`src/rtl/result_drain_if.sv`:
```
// Write-side and output-stream handshake bundle for result_drain.
// slave is the drain block's view; master is the datapath/consumer view.
interface result_drain_if #(
    parameter int WIDTH = 8
);
    logic             wr_en;
    logic [WIDTH-1:0] wr_data;
    logic             wr_ready;
    logic             out_valid;
    logic             out_ready;
    logic [WIDTH-1:0] out_data;

    modport slave (
        input  wr_en, wr_data, out_ready,
        output wr_ready, out_valid, out_data
    );

    modport master (
        output wr_en, wr_data, out_ready,
        input  wr_ready, out_valid, out_data
    );
endinterface

```
`src/rtl/result_drain.sv`:
```
// Collects DEPTH result bytes, replays them in write order on a valid/ready stream, then pulses done.
// Optional per-entry even parity when RESULT_DRAIN_PARITY_EN is defined.
module result_drain #(
    parameter int WIDTH = 8,
    parameter int DEPTH = 4,
    parameter int AW    = 2
) (
    input  logic            clk,
    input  logic            reset,
    result_drain_if.slave   bus,
    output logic [AW:0]     o_count,
    output logic            o_done,
    output logic            o_overrun
`ifdef RESULT_DRAIN_PARITY_EN
    ,
    output logic            o_out_parity,
    output logic            o_parity_err
`endif
);

    typedef enum logic [1:0] {
        S_FILL,
        S_DRAIN,
        S_DONE
    } state_t;

    localparam logic [AW-1:0] LAST = AW'(DEPTH - 1);

    state_t           r_state;
    logic [AW-1:0]    r_wr_ptr;
    logic [AW-1:0]    r_rd_ptr;
    logic [AW:0]      r_count;
    logic             r_out_valid;
    logic             r_wr_ready;
    logic             r_done;
    logic             r_overrun;
    logic [WIDTH-1:0] r_mem [DEPTH];

    logic             w_wr_fire;
    logic             w_rd_fire;
    logic [WIDTH-1:0] w_rd_data;

    // wr_ready is high exactly in FILL, so it doubles as the state decode for writes.
    assign w_wr_fire = r_wr_ready & bus.wr_en;
    assign w_rd_fire = r_out_valid & bus.out_ready;
    assign w_rd_data = r_mem[r_rd_ptr];

    // NOTE: the buffer has no reset; a stale entry is never visible because out_valid gates it.
    always_ff @(posedge clk) begin
        if (!reset && w_wr_fire)
            r_mem[r_wr_ptr] <= bus.wr_data;
    end

`ifdef RESULT_DRAIN_PARITY_EN
    logic r_par_mem [DEPTH];
    logic r_parity_err;

    always_ff @(posedge clk) begin
        if (!reset && w_wr_fire)
            r_par_mem[r_wr_ptr] <= ^bus.wr_data;
    end

    always_ff @(posedge clk) begin
        if (reset)
            r_parity_err <= 1'b0;
        else if (w_rd_fire && (r_par_mem[r_rd_ptr] != ^w_rd_data))
            r_parity_err <= 1'b1;
    end

    assign o_out_parity = r_out_valid & (^w_rd_data);
    assign o_parity_err = r_parity_err;
`endif

    // NOTE: all state uses non-blocking assignments so every register samples pre-edge values.
    always_ff @(posedge clk) begin
        if (reset) begin
            r_state     <= S_FILL;
            r_wr_ptr    <= '0;
            r_rd_ptr    <= '0;
            r_count     <= '0;
            r_out_valid <= 1'b0;
            r_wr_ready  <= 1'b1;
            r_done      <= 1'b0;
            r_overrun   <= 1'b0;
        end else begin
            r_done <= 1'b0;
            case (r_state)
                S_FILL: begin
                    if (bus.wr_en) begin
                        r_wr_ptr <= r_wr_ptr + 1'b1;
                        r_count  <= r_count + 1'b1;
                        if (r_wr_ptr == LAST) begin
                            r_state     <= S_DRAIN;
                            r_rd_ptr    <= '0;
                            r_wr_ready  <= 1'b0;
                            r_out_valid <= 1'b1;
                        end
                    end
                end
                S_DRAIN: begin
                    if (bus.wr_en)
                        r_overrun <= 1'b1;
                    if (bus.out_ready) begin
                        r_rd_ptr <= r_rd_ptr + 1'b1;
                        r_count  <= r_count - 1'b1;
                        if (r_rd_ptr == LAST) begin
                            r_state     <= S_DONE;
                            r_out_valid <= 1'b0;
                            r_done      <= 1'b1;
                        end
                    end
                end
                S_DONE: begin
                    if (bus.wr_en)
                        r_overrun <= 1'b1;
                    r_state    <= S_FILL;
                    r_wr_ready <= 1'b1;
                end
                default: begin
                    r_state     <= S_FILL;
                    r_wr_ready  <= 1'b1;
                    r_out_valid <= 1'b0;
                end
            endcase
        end
    end

    assign bus.wr_ready  = r_wr_ready;
    assign bus.out_valid = r_out_valid;
    assign bus.out_data  = r_out_valid ? w_rd_data : '0;
    assign o_count       = r_count;
    assign o_done        = r_done;
    assign o_overrun     = r_overrun;

endmodule

```
`src/flat_wrapper.sv`:
```
// flat-port wrapper written by rule: the top's interface ports become plain ports
module result_drain_flat 
#(
    parameter int WIDTH = 8,
    parameter int DEPTH = 4,
    parameter int AW    = 2
)
  (clk, reset, o_count, o_done, o_overrun, bus_wr_en, bus_wr_data, bus_out_ready, bus_wr_ready, bus_out_valid, bus_out_data);
  result_drain_if #(.WIDTH(WIDTH)) bus_i ();
  input  logic clk;
  input  logic reset;
  output logic [AW:0] o_count;
  output logic o_done;
  output logic o_overrun;
  input wire logic [$bits(bus_i.wr_en)-1:0] bus_wr_en;
  input wire logic [$bits(bus_i.wr_data)-1:0] bus_wr_data;
  input wire logic [$bits(bus_i.out_ready)-1:0] bus_out_ready;
  output wire logic [$bits(bus_i.wr_ready)-1:0] bus_wr_ready;
  output wire logic [$bits(bus_i.out_valid)-1:0] bus_out_valid;
  output wire logic [$bits(bus_i.out_data)-1:0] bus_out_data;
  assign bus_i.wr_en = bus_wr_en;
  assign bus_i.wr_data = bus_wr_data;
  assign bus_i.out_ready = bus_out_ready;
  assign bus_wr_ready = bus_i.wr_ready;
  assign bus_out_valid = bus_i.out_valid;
  assign bus_out_data = bus_i.out_data;
  result_drain #(.WIDTH(WIDTH), .DEPTH(DEPTH), .AW(AW)) u_core (.clk(clk), .reset(reset), .bus(bus_i), .o_count(o_count), .o_done(o_done), .o_overrun(o_overrun));
endmodule
```
`config.mk`:
```
export PLATFORM = sky130hd
export DESIGN_NAME = result_drain_flat
export DESIGN_NICKNAME = d
export VERILOG_FILES = /design/src/rtl/result_drain_if.sv /design/src/rtl/result_drain.sv /design/src/flat_wrapper.sv
export SDC_FILE = /design/constraint.sdc
export NUM_CORES = 1
export LEC_CHECK = 0
export BUFFER_PORTS_ARGS = -buffer_cell sky130_fd_sc_hd__clkbuf_2
export CAP_MARGIN = 20
export CORE_UTILIZATION = 40
export DETAILED_ROUTE_END_ITERATION = 16
export HOLD_SLACK_MARGIN = 0.03
export PLACE_DENSITY = 0.6
export SLEW_MARGIN = 20
export SYNTH_ARGS = -nofsm -noshare
export SYNTH_HDL_FRONTEND = slang
export SYNTH_SLANG_ARGS = --single-unit
```
`constraint.sdc`:
```
create_clock -name clk -period 4.5 [get_ports clk]
set_clock_uncertainty 0.1 [all_clocks]
set_input_delay 0.9 -clock clk [delete_from_list [all_inputs] [get_ports clk]]
set_output_delay 0.9 -clock clk [all_outputs]
set_load 0.02 [all_outputs]
```
# Word-level counts from Yosys, hierarchy flattened
# Memories as Yosys holds them, arrays and structs flattened. A register that Yosys moved wholly into a read port is not among the register bits.
# Index checks and enable logic that the tools add are counted.
# totals
ramBits	32
memories	1
in_bits	12
wordCells	64
ff_bits	13
# op_classes
reduce_logical	13
bitwise	4
addsub	4
eq_ne	8
mux	26
# mem_list
memory	depth	word_bits	rd	rd_clocked_by_memory_dff	wr	line_no	text
u_core.r_mem	4	8	1	1	1	result_drain.sv:37	logic [WIDTH-1:0] r_mem [DEPTH];
# op_table
operator	count
$mux W2	9
$mux W1	9
$mux W8	1
$pmux W2 S2	2
$reduce_and A4 Y1	2
$eq A2 B2 Y1 const B	3
$mux W3	2
$pmux W3 S2	1
$reduce_and A3 Y1	2
$reduce_and A5 Y1	1
$add A2 B1 Y2 const B	2
$ne A2 B1 Y1 const B	2
$ne A2 B2 Y1 const B	2
$reduce_and A2 Y1	2
$add A3 B1 Y3 const B	1
$not A1 Y1	3
$pmux W1 S3	1
$reduce_or A3 Y1	1
$sub A3 B1 Y3 const B	1
$eq A2 B1 Y1 const B	1
$logic_not A2 Y1	1
$pmux W1 S2	1
$reduce_bool A2 Y1	1
$reduce_or A2 Y1	1
3 further kinds	3

# Longest topological paths before layout
# depth
word_depth	6
ltp_mapped	9

# Worst setup path before layout
# Ideal clock, no wire load.
# synth_timing
kind	reg-to-output
start	register (tool-made name)
end	output bus_out_data[0]
path_buffers	1
stages_incl_launch_ff	4
arrival_time_ps	1254
required_ps	3500
slack_ps	2246
cell_sequence	dfxtp_1 > buf_2 > mux4_2 > and2_1
# synth_rtl
element	line_no	text
to (decl)	flat_wrapper.sv:20	output wire logic [$bits(bus_i.out_data)-1:0] bus_out_data;

==> results.md <==
- WP buf/inv: 1
- Die W: 72.88 µm
- Final setup fails: 0
- P&R area growth vs syn: 13.89%
- Drt first pass iters: 4
- Avg Vias per Cell: 4.777
- HPWL Detailed: 2.239 mm
- Initial antenna violation count: 0
- Status: complete, no violations
- CP Launch Type: flop
- Power density cells: 353.0 mW/mm²
- Core region area: 0.004786 mm²
- Worst r2r src: u_core.r_state[1]$_SDFFE_PP0P_
- Postcts setup bufs: 0
- CTS clk-pin slew, worst paths: 0.09 ns
- DR vias: 1,113
- Overall global routing resource usage: 0.1348
- Final hold vios: 0
- WL per Instance: 13.56 µm
- Sequential area share after synthesis: 0.6276
- Worst Hold End: u_core.o_overrun$_SDFFE_PP0P_
- TritonCTS buffer count: 5
- R2R depth: 8
- Crit path DAT: 1.88 ns
- CTS tree: built
- First-pass GRT wire length: a little over 5 mm
- Number of global-route vias before repair: 1,112
- Slew at the pin closest to its max-slew limit: between 0.5 and 0.6 ns
- Post-route DRC violation count: 0
- CTS sink cnt: 47
- Max Freq: about 0.35 GHz
- Final Max Slew Viols: 0
- Dpl cells: 225
- Setup_tns: 0 ns
- Htree depth: 2
- MaxCap Viol Count: 0
- GP Congestion: 0.7098
- Clk root buf: clkbuf_8
- Worst hold stages: 2
- Antenna cell count: 0
- CP Capture Type: output pin
- Initial Util: 0.4199
- Synth Instances: 137
- Post-Syn Nets: 160
- Dpl ws: 1.885 ns
- Post-DRT Antenna Nets: 0
- Crit Path Category: reg2out
- Average size of a mapped cell: around 15 µm²
- Slew headroom: 0.6321
- Initial DRC count: a little under 60
- Worst-path cell chain: mux4_2 > and2_1 > clkbuf_2
- # resized after CTS: 0
- Yosys reg bits: 47
- GRT Residual Overflow: 0
- Hold_sp: u_core.o_overrun$_SDFFE_PP0P_
- Clk Latency, worst-skew pair: 0.30 ns
- Synth Cell Area: 0.002009 mm²
- Total routed wirelength: 3.159 mm
- Clk buf depth: 2
- Standard-cell row count: 25
- DIE AREA: 0.005311 mm²
- RR Endpoint: u_core.o_count[2]$_SDFFE_PP0P_
- CP required: 3.50 ns
- Port Buffer Count: 26
- Tot Pwr: approximately 810 µW
- Worst-path fanout max: 8
- Worst reg-to-reg setup slack: approximately 2.3 ns
- Die Y: ~73 µm
- RSZ-0062 raised after global routing: no
- # IOs: 27
- Fin worst setup slack: 1.621 ns
- Yosys warnings: 0
- Final cell count without fillers: 233
- Final core occ: 0.4782
- Critical Path Max Stage Delay: ~0.68 ns
- Leakage: 0.0008185 µW
- Hold_buf cts: 0
- Critical path's top delay family: flip-flops
- Critical-path top delay cell: dfxtp_1
- Layout cells sized above 1: 0.2771
- Min-delay worst type: reg2reg
- Largest net degree at the start of global routing: 17
- Total Nets Final: 188
- Count of cell types in the netlist: 28
- Tmin final: 2.879 ns
- Final period utilization: 0.6398
- Peak VDD IR: 0.1410 mV
==> cells in the mapped netlist <==
| library cell | number | area share |
|---|---|---|
| nor2_1 | 9 | 0.017 |
| mux4_2 | 8 | 0.090 |
| dfxtp_1 | 15 | 0.15 |
| nor2b_1 | 3 | 0.0093 |
| clkbuf_1 | 3 | 0.0056 |
| buf_2 | 1 | 0.0025 |
| or3b_1 | 1 | 0.0044 |
| a21bo_2 | 1 | 0.0050 |
| nand2b_1 | 2 | 0.0062 |
| nand2_1 | 5 | 0.0093 |
| inv_1 | 6 | 0.011 |
| nor3_1 | 2 | 0.0050 |
| nor2b_2 | 1 | 0.0044 |
| ha_1 | 11 | 0.068 |
| o21ai_0 | 1 | 0.0025 |
| a2111oi_4 | 1 | 0.014 |
| xnor2_1 | 3 | 0.013 |
| edfxtp_1 | 32 | 0.48 |
| or3_1 | 1 | 0.0031 |
| nand3_1 | 3 | 0.0075 |
| nor2_2 | 2 | 0.0062 |
| a211o_1 | 1 | 0.0044 |
| xor2_1 | 1 | 0.0044 |
| mux2i_1 | 4 | 0.020 |
| a211oi_1 | 1 | 0.0037 |
| and2_1 | 12 | 0.037 |
| a21oi_1 | 6 | 0.015 |
| buf_4 | 1 | 0.0037 |
==> per-layer routing <==
layer	up-vias	global-route usage	routed length (µm)
met2	19	0.2295	1580
li1	549	-	-
met1	538	0.1499	1374
met4	0	0.06536	62
met5	-	0	0
met3	7	0.04834	142
==> stage by stage <==
stage / hold slack, ns / area (µm²)
after floorplan: 0.3692 / 2009
after global placement: 0.3527 / 2200
after detailed placement: 0.3583 / 2200
after CTS: 0.3814 / 2288
after global routing: 0.4357 / 2288
final: 0.3778 / 2288
==> flip-flops by register name, summed over array words and instances (netlist names), named ones only <==
signal                count
u_core.o_overrun          1
u_core.o_done             1
u_core.r_state            2
u_core.r_mem             32
u_core.r_rd_ptr           2
u_core.r_wr_ptr           2
u_core.bus.out_valid      1
u_core.o_count            3
u_core.bus.wr_ready       1
==> worst reg2reg max path: stages, from the launching register on <==
cell and delay (ns):
dfxtp_1 0.35, inv_1 0.10, ha_1 0.32, xor2_1 0.21, ha_1 0.21, or3b_1 0.35
a211oi_1 0.26, xnor2_1 0.15, nor2_1 0.05
==> placed cells by master (no fill, tap or decap), types with 4 or more instances in the layout <==
master / count
edfxtp_1: 32
clkbuf_2: 26
dfxtp_1: 15
and2_1: 12
ha_1: 11
nor2_1: 9
mux4_2: 8
inv_1: 6
a21oi_1: 6
nand2_1: 5
clkbuf_8: 5
mux2i_1: 4
==> how the worst max path moves through the flow <==
stage,end,depth (start not counted),from
after global placement,bus_out_data[1],3,flop
after detailed placement,bus_out_data[1],3,flop
final,bus_out_data[1],3,flop
after CTS,bus_out_data[1],3,flop
after floorplan,bus_out_data[0],3,flop
after global routing,bus_out_data[1],3,flop
==> layout make-up <==
cell class / count / area [µm²]
clock buffers: 6 / 72.57
clock inverters: 2 / 16.27
fillers: 424 / 2497
inverters: 6 / 22.52
multi-input cells: 79 / 701.9
flip-flops and latches: 47 / 1261
well taps: 67 / 83.83
repair buffers: 26 / 130.1
==> where the power goes <==
group / internal [µW] / switching (µW)
sequential: 476 / 8.50
clock: 112 / 144
combinational: 28.0 / 39.8
==> cell families after synthesis <==
kind of cell	count (synthesis)	synth area share
xor gates and xnor gates	4	0.01744
AOI/OAI and AO/OA	11	0.04421
muxes	12	0.1096
adders and majority gates	11	0.06849
and+or+nand+nor	41	0.1096
DFF	47	0.6276
buffers and inverters	11	0.02304
Note: power is estimated with default switching activity, not from simulation.
